===== config.mk =====
export PLATFORM = sky130hd
export DESIGN_NAME = dotp_engine
export DESIGN_NICKNAME = d
export VERILOG_FILES = /design/src/rtl/dotp_pkg.sv /design/src/rtl/dotp_mac.sv /design/src/rtl/dotp_engine.sv
export SDC_FILE = /design/constraint.sdc
export NUM_CORES = 1
export LEC_CHECK = 0
export CORE_MARGIN = 2
export CORE_UTILIZATION = 50
export CTS_BUF_LIST = sky130_fd_sc_hd__clkbuf_2 sky130_fd_sc_hd__clkbuf_4 sky130_fd_sc_hd__clkbuf_8
export DETAILED_ROUTE_END_ITERATION = 6
export PLACE_DENSITY = 0.72
export REMOVE_ABC_BUFFERS = 1
export SYNTH_ARGS = -nofsm -noshare
export SYNTH_HDL_FRONTEND = slang
export SYNTH_HIERARCHICAL = 1
export SYNTH_SLANG_ARGS = --single-unit

===== constraint.sdc =====
create_clock -name clk -period 5.84 [get_ports clk]
set_input_delay 1.168 -clock clk [delete_from_list [all_inputs] [get_ports clk]]
set_output_delay 1.168 -clock clk [all_outputs]
set_load 0.02 [all_outputs]

===== src/rtl/dotp_pkg.sv =====
// Shared types and constants for the dot-product read engine.
// DOTP_SIGNED_EN (consumed in dotp_mac) selects two's-complement arithmetic.
package dotp_pkg;

    localparam int DEF_DATA_WIDTH = 8;
    localparam int DEF_ADDR_WIDTH = 4;

    // Cycles between the last read issue and the done pulse: one for the
    // memory read latency and one for the product register.
    localparam int DRAIN_CYCLES = 2;
    localparam int DRAIN_CNT_W  = 2;
    localparam logic [DRAIN_CNT_W-1:0] DRAIN_LAST = DRAIN_CNT_W'(DRAIN_CYCLES - 1);

    typedef enum logic [1:0] {
        S_IDLE  = 2'd0,
        S_READ  = 2'd1,
        S_DRAIN = 2'd2,
        S_DONE  = 2'd3
    } state_e;

    // Full-length sum of max-valued products never overflows this width.
    function automatic int acc_width(input int data_w, input int addr_w);
        return 2 * data_w + addr_w;
    endfunction

endpackage


===== src/rtl/dotp_mac.sv =====
// Valid-qualified multiply register followed by an accumulator with synchronous clear.
// DOTP_SIGNED_EN defined: signed operands/product/accumulation; otherwise unsigned.
module dotp_mac
    import dotp_pkg::*;
#(
    parameter int DATA_WIDTH = DEF_DATA_WIDTH,
    parameter int ACC_WIDTH  = acc_width(DEF_DATA_WIDTH, DEF_ADDR_WIDTH)
) (
    input  logic                  clk,
    input  logic                  rst,
    input  logic                  i_clr,
    input  logic                  i_vld,
    input  logic [DATA_WIDTH-1:0] i_a,
    input  logic [DATA_WIDTH-1:0] i_b,
    output logic [ACC_WIDTH-1:0]  o_acc_next
);

    localparam int PW = 2 * DATA_WIDTH;

    logic [PW-1:0]        w_a_ext;
    logic [PW-1:0]        w_b_ext;
    logic [PW-1:0]        w_prod;
    logic [ACC_WIDTH-1:0] w_prod_ext;
    logic [ACC_WIDTH-1:0] w_acc_next;

    logic [PW-1:0]        r_prod;
    logic                 r_prod_vld;
    logic [ACC_WIDTH-1:0] r_acc;

`ifdef DOTP_SIGNED_EN
    assign w_a_ext    = PW'($signed(i_a));
    assign w_b_ext    = PW'($signed(i_b));
    assign w_prod_ext = ACC_WIDTH'($signed(r_prod));
`else
    assign w_a_ext    = PW'(i_a);
    assign w_b_ext    = PW'(i_b);
    assign w_prod_ext = ACC_WIDTH'(r_prod);
`endif

    // Low PW bits of the extended product are the exact full-width product.
    assign w_prod     = w_a_ext * w_b_ext;
    assign w_acc_next = r_prod_vld ? (r_acc + w_prod_ext) : r_acc;
    assign o_acc_next = w_acc_next;

    always_ff @(posedge clk) begin
        if (rst) begin
            r_prod     <= '0;
            r_prod_vld <= 1'b0;
            r_acc      <= '0;
        end else begin
            r_prod_vld <= i_vld;
            if (i_vld) begin
                r_prod <= w_prod;
            end
            if (i_clr) begin
                r_acc <= '0;
            end else begin
                r_acc <= w_acc_next;
            end
        end
    end

endmodule


===== src/rtl/dotp_engine.sv =====
// dotp_engine: streams len operand pairs from two mem1 read ports and returns their dot product.
// Arithmetic signedness follows DOTP_SIGNED_EN (see dotp_mac).
module dotp_engine
    import dotp_pkg::*;
#(
    parameter int DATA_WIDTH = DEF_DATA_WIDTH,
    parameter int ADDR_WIDTH = DEF_ADDR_WIDTH,
    parameter int ACC_WIDTH  = acc_width(DATA_WIDTH, ADDR_WIDTH)
) (
    input  logic                  clk,
    input  logic                  rst,
    input  logic                  start,
    input  logic [ADDR_WIDTH:0]   len,
    input  logic [ADDR_WIDTH-1:0] base_a,
    input  logic [ADDR_WIDTH-1:0] base_b,
    output logic                  rd_en_a,
    output logic                  rd_en_b,
    output logic [ADDR_WIDTH-1:0] rd_addr_a,
    output logic [ADDR_WIDTH-1:0] rd_addr_b,
    input  logic [DATA_WIDTH-1:0] rd_data_a,
    input  logic [DATA_WIDTH-1:0] rd_data_b,
    output logic                  busy,
    output logic                  done,
    output logic [ACC_WIDTH-1:0]  result,
    output state_e                o_dbg_state
);

    state_e                  r_state;
    logic                    r_rd_en;
    logic                    r_rd_vld;
    logic [ADDR_WIDTH-1:0]   r_addr_a;
    logic [ADDR_WIDTH-1:0]   r_addr_b;
    logic [ADDR_WIDTH:0]     r_cnt;
    logic [DRAIN_CNT_W-1:0]  r_drain;
    logic                    r_busy;
    logic                    r_done;
    logic [ACC_WIDTH-1:0]    r_result;

    logic                    w_accept;
    logic [ACC_WIDTH-1:0]    w_acc_next;

    // start is a single-cycle request with no ready handshake: it is taken
    // whenever the engine is idle or in its done cycle, and dropped otherwise.
    assign w_accept = start && ((r_state == S_IDLE) || (r_state == S_DONE));

    always_ff @(posedge clk) begin
        if (rst) begin
            r_state  <= S_IDLE;
            r_rd_en  <= 1'b0;
            r_rd_vld <= 1'b0;
            r_addr_a <= '0;
            r_addr_b <= '0;
            r_cnt    <= '0;
            r_drain  <= '0;
            r_busy   <= 1'b0;
            r_done   <= 1'b0;
            r_result <= '0;
        end else begin
            r_rd_vld <= r_rd_en;
            r_done   <= 1'b0;
            case (r_state)
                S_IDLE, S_DONE: begin
                    if (w_accept && (len == '0)) begin
                        r_state  <= S_DONE;
                        r_done   <= 1'b1;
                        r_result <= '0;
                    end else if (w_accept) begin
                        r_state  <= S_READ;
                        r_busy   <= 1'b1;
                        r_rd_en  <= 1'b1;
                        r_addr_a <= base_a;
                        r_addr_b <= base_b;
                        r_cnt    <= len - 1'b1;
                    end else begin
                        r_state <= S_IDLE;
                    end
                end
                S_READ: begin
                    // r_cnt counts reads still to issue after the current one.
                    if (r_cnt == '0) begin
                        r_state <= S_DRAIN;
                        r_rd_en <= 1'b0;
                        r_drain <= DRAIN_LAST;
                    end else begin
                        r_cnt    <= r_cnt - 1'b1;
                        r_addr_a <= r_addr_a + 1'b1;
                        r_addr_b <= r_addr_b + 1'b1;
                    end
                end
                S_DRAIN: begin
                    if (r_drain == '0) begin
                        r_state  <= S_DONE;
                        r_busy   <= 1'b0;
                        r_done   <= 1'b1;
                        r_result <= w_acc_next;
                    end else begin
                        r_drain <= r_drain - 1'b1;
                    end
                end
                default: r_state <= S_IDLE;
            endcase
        end
    end

    dotp_mac #(
        .DATA_WIDTH (DATA_WIDTH),
        .ACC_WIDTH  (ACC_WIDTH)
    ) u_mac (
        .clk        (clk),
        .rst        (rst),
        .i_clr      (w_accept),
        .i_vld      (r_rd_vld),
        .i_a        (rd_data_a),
        .i_b        (rd_data_b),
        .o_acc_next (w_acc_next)
    );

    assign rd_en_a     = r_rd_en;
    assign rd_en_b     = r_rd_en;
    assign rd_addr_a   = r_addr_a;
    assign rd_addr_b   = r_addr_b;
    assign busy        = r_busy;
    assign done        = r_done;
    assign result      = r_result;
    assign o_dbg_state = r_state;

endmodule


==> impl_metrics.tcl <==
set metrics [dict create \
    worst_hold_path_type "register to register" \
    setup-violations-final 0 \
    synth-main-ff-cell "sky130_fd_sc_hd__dfxtp_1" \
    area_growth_syn_to_layout_pct 16.3 \
    ys_seq_elements 78 \
    chipHeight_um 117 \
    firstDrtPassIters 4 \
    switchingPower_mw 1.03 \
    hpwlAfterDp_um 11700 \
    vias_per_cell 5.49 \
    synth_warnings 6 \
    io-pin-count 66 \
    critPathCaptureType "register" \
    timing.slew.headroom_pct 28.2 \
    status "complete, no violations" \
    clkTransAtPathRegs_ns 0.09 \
    min_period_ns 5.50 \
    grt_antenna_before_repair 0 \
    post_drt_wl_per_cell_um 15.4 \
    synth_area_per_cell_um2 8.82 \
    drt_first_iter_violations 250 \
    grt_first_pass_wirelength_um 25400 \
    yosysSeqAreaShare_pct 24.4 \
    worstPathRequired_ns 6.09 \
    static-leakage-power_nw 3.23 \
    peakVddDrop_uv 314 \
    clk_root_buffer_cell "sky130_fd_sc_hd__clkbuf_8" \
    route.antenna.remaining_nets 0 \
    cell_type_of_the_slowest_stage_on_the_worst_timing_path "sky130_fd_sc_hd__clkdlybuf4s50_1" \
    post_cts.repair.setup_buffers 0 \
    tritoncts "built" \
    reg2reg_depth 8 \
    antenna_cells 0 \
    netlist_area_um2 6400 \
    tritoncts_sinks 78 \
    achievable-frequency_mhz 182 \
    whs_path_depth 2 \
    fin_skew_ns 0.0139 \
    instances_no_fill 972 \
    detailroute.via_count 5332 \
    pwr-share-clk_pct 17.2 \
    die-width_um 117 \
    tightest_slew_ns 1.07 \
    post-synth-top-area-fraction_pct 24.4 \
    rsz0062_at_grt "false" \
    die_area_um2 13700 \
    cellInternalPower_mw 1.36 \
    initial_utilization_pct 50.9 \
    post_route_cells_drive_above_1_share_pct 10.6 \
    placement_row_count 41 \
    final_hold_violation_count 0 \
    timing.critical_path.cells "clkdlybuf4s50_1 -> nand2_1 -> fa_1 -> fa_1 -> inv_1 -> fa_1 -> inv_1 -> fa_1 -> inv_1 -> ha_1 -> or4_1 -> o21ai_0 -> a21oi_2 -> a31oi_1 -> nor4_1 -> a311o_1" \
    asyncSetResetFlopFracSynth_pct 0 \
    timing.final.max_slew_violations 0 \
    numCtsBuffers 9 \
    globalplace.congestion 0.950 \
    drc_errors 0 \
    grt_use_total_pct 23.2 \
    clock_tree.buffer_depth 2 \
    cp.depth 16 \
    core_area_um2 12600 \
    p_comb_share_pct 54.2 \
    setup.worst_path.start_class "input pin" \
    place_inst 956 \
    synth_edf_count 0 \
    grt_start_max_net_pins 61 \
    insertion_delay_ns 0.36 \
    criticalPathCategory "input pin to register" \
    fin_area_um2 7450 \
    synth.distinct_cells 74 \
    cts-resized-gates 0 \
    timing.critical_path.max_delay_family "adder cells" \
    post_dp_cell_area_um2 7250 \
    synth_top_cells_by_area "sky130_fd_sc_hd__dfxtp_1 (24%), sky130_fd_sc_hd__fa_1 (12%), sky130_fd_sc_hd__ha_1 (11%)" \
    critical-path-max-stage-delay_ns 0.57 \
    crit_path_top_cell_by_count "sky130_fd_sc_hd__fa_1" \
    cp.buffers_inverters 4 \
    post_synth_inst_count 726 \
    synth_top_area_cell "sky130_fd_sc_hd__dfxtp_1" \
    grt_pass1_vias 5457 \
    final.hold.worst_slack_ns 0.474 \
    cap_viol_max_count 0 \
    synthMostInstantiatedCell "sky130_fd_sc_hd__dfxtp_1" \
    postCtsHoldBufs 0 \
    synth_commonest_cells "sky130_fd_sc_hd__dfxtp_1 (78), sky130_fd_sc_hd__inv_1 (67), sky130_fd_sc_hd__and2_1 (63), sky130_fd_sc_hd__nor2_1 (61), sky130_fd_sc_hd__ha_1 (58)" \
    grt_overflow_total 0 \
    io_buffers 65 \
    fraction_of_power_consumed_by_sequential_logic_pct 28.6 \
    htreeDepth 3 \
    pwr_density_cell_nw_per_um2 321 \
    layout.nets 922 \
    swShare_pct 43.1 \
    worstPathArrival_ns 5.75 \
    layout_worst_path_cycle_share_pct 94.1 \
    crit_fanout 5 \
    routed_wl_um 15000 \
]
metrics by stage:
| step | util, % | power [mW] | setup WS [ns] | setup TNS, ns |
|---|---|---|---|---|
| floorplan | - | 1.57 | 0.612 | 0 |
| global placement | 57.7 | 1.95 | 0.0691 | 0 |
| detailed placement | 57.7 | 1.98 | -0.0285 | -0.0363 |
| CTS | 59.2 | 2.40 | 0.358 | 0 |
| global route | 59.2 | 2.58 | 0.144 | 0 |
| finish | 59.2 | 2.39 | 0.343 | 0 |
area by class of cell:
class / count / area, µm²
Tap cell: 172 / 215
Inverter: 67 / 251
Clock inverter: 7 / 71.3
Multi-Input combinational cell: 552 / 4410
Sequential cell: 78 / 1560
Timing Repair Buffer: 87 / 811
Fill cell: 1146 / 5120
Clock buffer: 9 / 124
worst reg2reg max path: cells and delay by family (launching register included):
family,cells,cell delay [ns]
DFF,1,0.33
and+or+nand+nor,1,0.42
adders and majority gates,2,1.01
buffers and inverters,2,0.17
AOI/OAI and AO/OA,2,0.32
muxes,1,0.41
cell families (layout without fill, tap and decap cells):
| group | after synthesis | after routing | synth area share (%) |
|---|---|---|---|
| xor+xnor | 23 | 23 | 3.15 |
| buf+inv | 96 | 170 | 6.68 |
| mux | 26 | 26 | 4.30 |
| flops | 78 | 78 | 24.4 |
| fa+ha+maj | 95 | 95 | 22.9 |
| simple gates | 244 | 244 | 19.5 |
| compound gates | 164 | 164 | 19.1 |
layout by cell type (no fill, tap or decap), types with 4 or more instances in the layout:
cell type / n
sky130_fd_sc_hd__mux2_2: 12
sky130_fd_sc_hd__o21a_1: 8
sky130_fd_sc_hd__a211oi_1: 11
sky130_fd_sc_hd__xnor2_1: 16
sky130_fd_sc_hd__and2_1: 63
sky130_fd_sc_hd__fa_1: 37
sky130_fd_sc_hd__clkdlybuf4s50_1: 64
sky130_fd_sc_hd__nor2b_1: 7
sky130_fd_sc_hd__o21ai_0: 18
sky130_fd_sc_hd__or3_1: 4
sky130_fd_sc_hd__a31oi_1: 12
sky130_fd_sc_hd__a31o_2: 4
sky130_fd_sc_hd__dfxtp_1: 78
sky130_fd_sc_hd__a21o_1: 13
sky130_fd_sc_hd__inv_1: 67
sky130_fd_sc_hd__buf_4: 22
sky130_fd_sc_hd__and3_1: 6
sky130_fd_sc_hd__nand3_1: 20
sky130_fd_sc_hd__nor3_1: 7
sky130_fd_sc_hd__nor2_1: 61
sky130_fd_sc_hd__ha_1: 58
sky130_fd_sc_hd__xor2_1: 7
sky130_fd_sc_hd__clkbuf_8: 9
sky130_fd_sc_hd__a21oi_1: 32
sky130_fd_sc_hd__mux2i_1: 14
sky130_fd_sc_hd__nand2_1: 50
sky130_fd_sc_hd__o31ai_1: 6
sky130_fd_sc_hd__a22oi_2: 5
sky130_fd_sc_hd__a22oi_1: 16
flip-flops by register name, indices dropped and copies added, names as in the netlist:
| signal | flops |
|---|---|
| result | 20 |
| u_mac/r_acc | 20 |
| u_mac/r_prod | 16 |
| r_cnt | 5 |
| rd_addr_a | 4 |
| rd_addr_b | 4 |
| o_dbg_state | 2 |
| r_drain | 2 |
| busy | 1 |
| done | 1 |
| r_rd_vld | 1 |
| rd_en_a | 1 |
| u_mac/r_prod_vld | 1 |
worst paths after layout:
check	from	to	slack (ns)
hold / removal	u_mac/r_prod[0]	u_mac/r_prod[0]	0.47
setup / recovery	rd_data_b[6]	u_mac/r_prod[12]	0.34
setup reg to reg	o_dbg_state[1]	r_cnt[4]	3.03
hold reg to reg	u_mac/r_prod[0]	u_mac/r_prod[0]	0.47
routing by layer:
metal,wire length [µm],track usage [%]
met5,0,0
met3,658,3.40
met2,7200,41.1
met1,6890,29.3
met4,207,6.90
power by group through the flow:
stage                     logic, mW  clock network [mW]  registers (mW)
after global placement         1.26                   0           0.690
after global routing           1.45               0.443           0.694
after floorplan               0.845                   0           0.724
final                          1.30               0.412           0.683
after CTS                      1.30               0.422           0.681
after detailed placement       1.29                   0           0.692
Power figures use the tool's default switching activity.
==> variant 1: new RTL, config.mk and constraints unchanged <==
`DEF_DATA_WIDTH`: 8 -> 6.
--- a/src/rtl/dotp_pkg.sv
+++ b/src/rtl/dotp_pkg.sv
@@ -2,7 +2,7 @@
 // DOTP_SIGNED_EN (consumed in dotp_mac) selects two's-complement arithmetic.
 package dotp_pkg;
 
-    localparam int DEF_DATA_WIDTH = 8;
+    localparam int DEF_DATA_WIDTH = 6;
     localparam int DEF_ADDR_WIDTH = 4;
 
     // Cycles between the last read issue and the done pulse: one for the
Ports: changed (resized rd_data_a, rd_data_b and result); port bits go from 66 to 58. No check against the original RTL was run, so the function may have changed too.
==> variant 1 against the unedited design <==
Final cell count fell by 29%. Synthesized area fell by 29%. Setup slack improved by 1.0 ns. Count of clock-buffer cells in the layout rose by 2. Wire length fell by 34%. Sequential cell count fell by 12. Global-route usage fell by 1.8 points. First-iteration DRC count fell by 52%. Power fell by 27%. Synthesized cell count fell by 28%. Clock power fell by 8.5%. Design area fell by 28%. Critical endpoint is now u_mac/r_prod[11]$_SDFFE_PP0P_.
==> variant 1: results (changes against the unedited design) <==
* Delay of the slowest cell on the worst path at 0.54 ns (was 0.57 ns)
* Post-route insts no fill at 688 (was 972)
* Net Switching at 687 uW (was 1030 uW)
* Fill cell count at 800 (was 1146)
* Via-per-instance ratio at 5.56 (was 5.49)
* Post-synth top cells: dfxtp_1, nor2_1, nand2_1 (was dfxtp_1, inv_1, and2_1)
* First-pass GRT wire length at 17.5 mm (was 25.4 mm)
* Port-buffer cells at 57 (was 65)
* DP HPWL at 7.36 mm (was 11.7 mm)
* Count of different cell masters after synthesis at 60 (was 74)
* Mapped Avg Cell Area at 8.67 sq um (was 8.82 sq um)
* FFs & Latches at 66 (was 78)
* WP data arrival at 4.73 ns (was 5.75 ns)
* Total GRT Usage at 21.5% (was 23.2%)
* Clock network area share at 3.62% (was 2.62%)
* Clk buf depth at 2 (unchanged)
* Final net count at 659 (was 922)
* Hold crit path type: register to register (unchanged)
* Met2 usage at 36.9% (was 41.1%)
* Skew final at 0.0145 ns (was 0.0139 ns)
* DP Worst Slack at 1.00 ns (was -0.0285 ns)
* Dpl cells at 672 (was 956)
* Routability congestion estimate at 0.881 (was 0.950)
* Register area share after synthesis at 29.1% (was 24.4%)
* Iter 0 DRT Violations at 120 (was 250)
* Worst-margin pin slew at 0.760 ns (was 1.07 ns)
* CLK BUF at 11 (was 9)
* Placement Cell Area at 0.00516 sq mm (was 0.00725 sq mm)
* Share of layout cells above drive strength 1 at 6.38% (was 10.6%)
* Multi-input combinational area share at 55.9% (was 59.3%)
* Met1 usage at 26.9% (was 29.3%)
* Worst VDD drop at 0.228 mV (was 0.314 mV)
* Register area at 0.00132 sq mm (was 0.00156 sq mm)
* Synth-to-layout area growth at 17.7% (was 16.3%)
* CP max-delay cell: fa_1 (was clkdlybuf4s50_1)
* GRT met3 Usage at 4.78% (was 3.40%)
* Met3 WL at 479 um (was 658 um)
* Status: complete, no violations (unchanged)
* CP max FO at 6 (was 5)
* Invs w/o clock at 34 (was 67)
* Wirelength per Cell at 14.3 um (was 15.4 um)
* Metal2 WL at 4.84 mm (was 7.20 mm)
* N_taps at 108 (was 172)
* Layout non-clock buf frac at 10.9% (about the same)
* Post-synth ARST share at 0% (unchanged)
* Leak Pwr at 0.00221 uW (was 0.00323 uW)
* Largest net degree at the start of global routing at 52 (was 61)
* Multi-Input Combinational at 405 (was 552)
* Clk Latency, worst-skew pair at 0.33 ns (was 0.36 ns)
* Vias in the first global route at 3929 (was 5457)
* Non-Clock Buffer Count at 59 (was 87)
* Htree depth at 3 (unchanged)
* Top cells by area in the synthesized netlist: dfxtp_1, ha_1, fa_1 (was dfxtp_1, fa_1, ha_1)
* Wire length on met1 at 4.43 mm (was 6.89 mm)
## variant 1: changes by cell type in the layout (fill, tap and decap cells not counted), sizes merged, moves of 8 or more
| cell | change |
|---|---|
| and2 | -37 |
| inv | -36 |
| buf | -20 |
| ha | -20 |
| fa | -19 |
| dfxtp | -12 |
| nand2 | -11 |
| a21oi | -9 |
| nor2b | +9 |
| clkdlybuf4s50 | -8 |
| nand2b | +8 |
## variant 1: path summary, 6_finish.rpt
| kind | startpoint | to | slack (ns) |
|---|---|---|---|
| hold / removal | u_mac/r_prod[0]$_SDFFE_PP0P_ | u_mac/r_prod[0]$_SDFFE_PP0P_ | 0.48 |
| setup reg to reg | o_dbg_state[1]$_SDFFE_PP0P_ | r_cnt[4]$_SDFFE_PP0P_ | 3.21 |
| hold reg to reg | u_mac/r_prod[0]$_SDFFE_PP0P_ | u_mac/r_prod[0]$_SDFFE_PP0P_ | 0.48 |
| setup / recovery | rd_data_a[3] | u_mac/r_prod[11]$_SDFFE_PP0P_ | 1.35 |
## variant 1: tightest hold or removal path: cells and delay by family, from the launching register on
family             cells  cell delay (ns)
AOI/OAI and AO/OA      1             0.05
DFF                    1             0.32
and+or+nand+nor        1             0.07
## variant 1: logic make-up (layout without fill, tap and decap cells)
family	after synthesis	count (layout)	share of synthesized area (%)
xor+xnor	19	19	3.83
mux	21	21	4.93
simple gates	186	186	20.2
compound gates	123	123	18.5
fa+ha+maj	56	56	18.4
flops	66	66	29.1
buf+inv	53	109	5.09
## variant 1: power by group through the flow
| stage | registers [uW] | logic (uW) | clock network [uW] |
|---|---|---|---|
| final | 592 | 770 | 377 |
| after CTS | 592 | 773 | 387 |
| after detailed placement | 600 | 768 | 0 |
| after global routing | 605 | 868 | 407 |
| after floorplan | 628 | 500 | 0 |
| after global placement | 600 | 752 | 0 |
==> variant 2: new RTL, config.mk and constraints unchanged <==
Made on the original files. Put one more register stage on the output `o_dbg_state`. The value now appears one clock later. The other outputs are not delayed to match.
--- a/src/rtl/dotp_engine.sv
+++ b/src/rtl/dotp_engine.sv
@@ -122,7 +122,9 @@
     assign busy        = r_busy;
     assign done        = r_done;
     assign result      = r_result;
-    assign o_dbg_state = r_state;
+    always_ff @(posedge clk) begin
+        o_dbg_state <= r_state;
+    end
 
 endmodule
 
Check against the original RTL: not equivalent (a bounded check fails within 4 cycles, from zero or initial values and one cycle with rst high).
==> variant 2 against the unedited design <==
Power about the same. Setup slack improved by 0.0097 ns. Design area grew 1.1%. Non-clock buffer count decreased by 1. Synthesized area rose by 1.4%. Sequential cell count grew 2. Sequential power is 5.0% higher. Wire length is 4.0% lower.
==> variant 2: results (changes against the unedited design) <==
* Worst-margin pin slew at 1.23 ns (was 1.07 ns)
* PD cells at 318 mW/mm^2 (was 321 mW/mm^2)
* Post-synth top cells: dfxtp_1, inv_1, nand2_1 (was dfxtp_1, inv_1, and2_1)
* WP data arrival at 5.74 ns (was 5.75 ns)
* Skew final at 0.0128 ns (was 0.0139 ns)
* Worst VDD drop at 0.240 mV (was 0.314 mV)
* Largest net degree at the start of global routing at 33 (was 61)
* Register area share after synthesis at 24.7% (was 24.4%)
* Status: complete, no violations (unchanged)
* Final wirelength at 14.4 mm (was 15.0 mm)
* Clock-pin slew on the worst setup and hold paths at 0.07 ns (was 0.09 ns)
* R2r worst-path depth at 11 (was 8)
* Share of layout cells above drive strength 1 at 9.04% (was 10.6%)
* R2R Path End: result[12]$_SDFFE_PP0P_ (was r_cnt[4]$_SDFFE_PP0P_)
* Worst setup endpoint: u_mac/r_prod[14]$_SDFFE_PP0P_ (was u_mac/r_prod[12]$_SDFFE_PP0P_)
* Prevailing post-synth register cell: dfxtp_1 (unchanged)
* DP HPWL at 11.3 mm (was 11.7 mm)
* Count of different cell masters after synthesis at 76 (was 74)
* Antenna violations before repair at 0 (unchanged)
* Vias in the first global route at 5498 (was 5457)
* DRT Pass-1 Iters at 5 (was 4)
* Fill cell count at 1138 (was 1146)
* Net Switching at 1020 uW (was 1030 uW)
* Top cells by area in the synthesized netlist: dfxtp_1, fa_1, ha_1 (unchanged)
* Reg-to-Reg Start: u_mac/r_prod[0]$_SDFFE_PP0P_ (was o_dbg_state[1]$_SDFFE_PP0P_)
* Iter 0 DRT Violations at 271 (was 250)
* Final net count at 941 (was 922)
* Total GRT Usage at 21.4% (was 23.2%)
* Delay of the slowest cell on the worst path at about 0.58 ns
* Register-to-register setup slack at 3.28 ns (was 3.03 ns)
* Routability congestion estimate at 0.871 (was 0.950)
* Placement Cell Area at 0.00734 sq mm (was 0.00725 sq mm)
* Leak Pwr at 0.00321 uW (was 0.00323 uW)
* First-pass GRT wire length at 25.0 mm (was 25.4 mm)
* Via count at 5583 (was 5332)
variant 2: worst min path at each step:
stage / start / end / depth (start not counted)
after floorplan: r_state[1]$_SDFFE_PP0P_ / o_dbg_state[1]$_DFF_P_ / 0
after global placement: r_state[0]$_SDFFE_PP0P_ / o_dbg_state[0]$_DFF_P_ / 0
after detailed placement: r_state[0]$_SDFFE_PP0P_ / o_dbg_state[0]$_DFF_P_ / 0
after CTS: r_state[0]$_SDFFE_PP0P_ / o_dbg_state[0]$_DFF_P_ / 0
after global routing: r_state[0]$_SDFFE_PP0P_ / o_dbg_state[0]$_DFF_P_ / 0
final: r_state[0]$_SDFFE_PP0P_ / o_dbg_state[0]$_DFF_P_ / 0
variant 2: cell type report:
class / count / share of cell area, %
flip-flops and latches: 80 / 21.3
well taps: 172 / 2.86
clock inverters: 5 / 0.416
repair buffers: 86 / 10.7
inverters: 69 / 3.44
multi-input cells: 568 / 59.3
clock buffers: 11 / 2.01
variant 2: cells by family (layout without fill, tap and decap cells):
group | count (synthesis) | in the layout | share of synthesized area [%]
AO/OA/AOI/OAI | 192 | 192 | 20.5
XOR/XNOR | 23 | 23 | 3.10
adder cells (fa/ha/maj) | 95 | 95 | 22.6
buffers and inverters | 100 | 171 | 6.57
flip-flops | 80 | 80 | 24.7
multiplexers | 25 | 25 | 4.09
AND/OR/NAND/NOR | 233 | 233 | 18.5
variant 2: metrics by stage:
stage / power (uW) / hold slack, ns / std cells / TNS (ns) / setup WS (ns)
global route: 2580 / 0.403 / 991 / 0 / 0.185
floorplan: 1630 / 0.367 / 717 / 0 / 0.612
CTS: 2400 / 0.395 / 991 / 0 / 0.354
finish: 2390 / 0.392 / 991 / 0 / 0.352
detailed placement: 2020 / 0.383 / 975 / -0.0158 / -0.0158
global placement: 1980 / 0.379 / 975 / 0 / 0.0852
variant 2: per-layer routing:
layer	wire length [um]	track usage, %	vias up
met4	145	4.97	0
met1	6520	27.0	2704
met5	0	0	-
li1	-	-	2748
met2	7120	37.7	114
met3	574	3.88	17
variant 2: power groups by stage:
stage	registers (uW)	logic, uW	clock network [uW]
2_1_floorplan	759	866	0
3_3_place_gp	724	1250	0
3_5_place_dp	726	1290	0
4_1_cts	716	1300	388
5_1_grt	731	1440	409
6_report	717	1290	379
variant 2: worst reg2reg max path, cell delays in order (launching register included):
cell and delay [ns]:
dfxtp_1 0.34, ha_1 0.17, inv_1 0.06, fa_1 0.39, and2b_1 0.25, o2111ai_2 0.16, nand2_2 0.15, a31oi_1 0.15
or4_1 0.53, nand3_1 0.12, nand2_1 0.05, a21oi_1 0.12
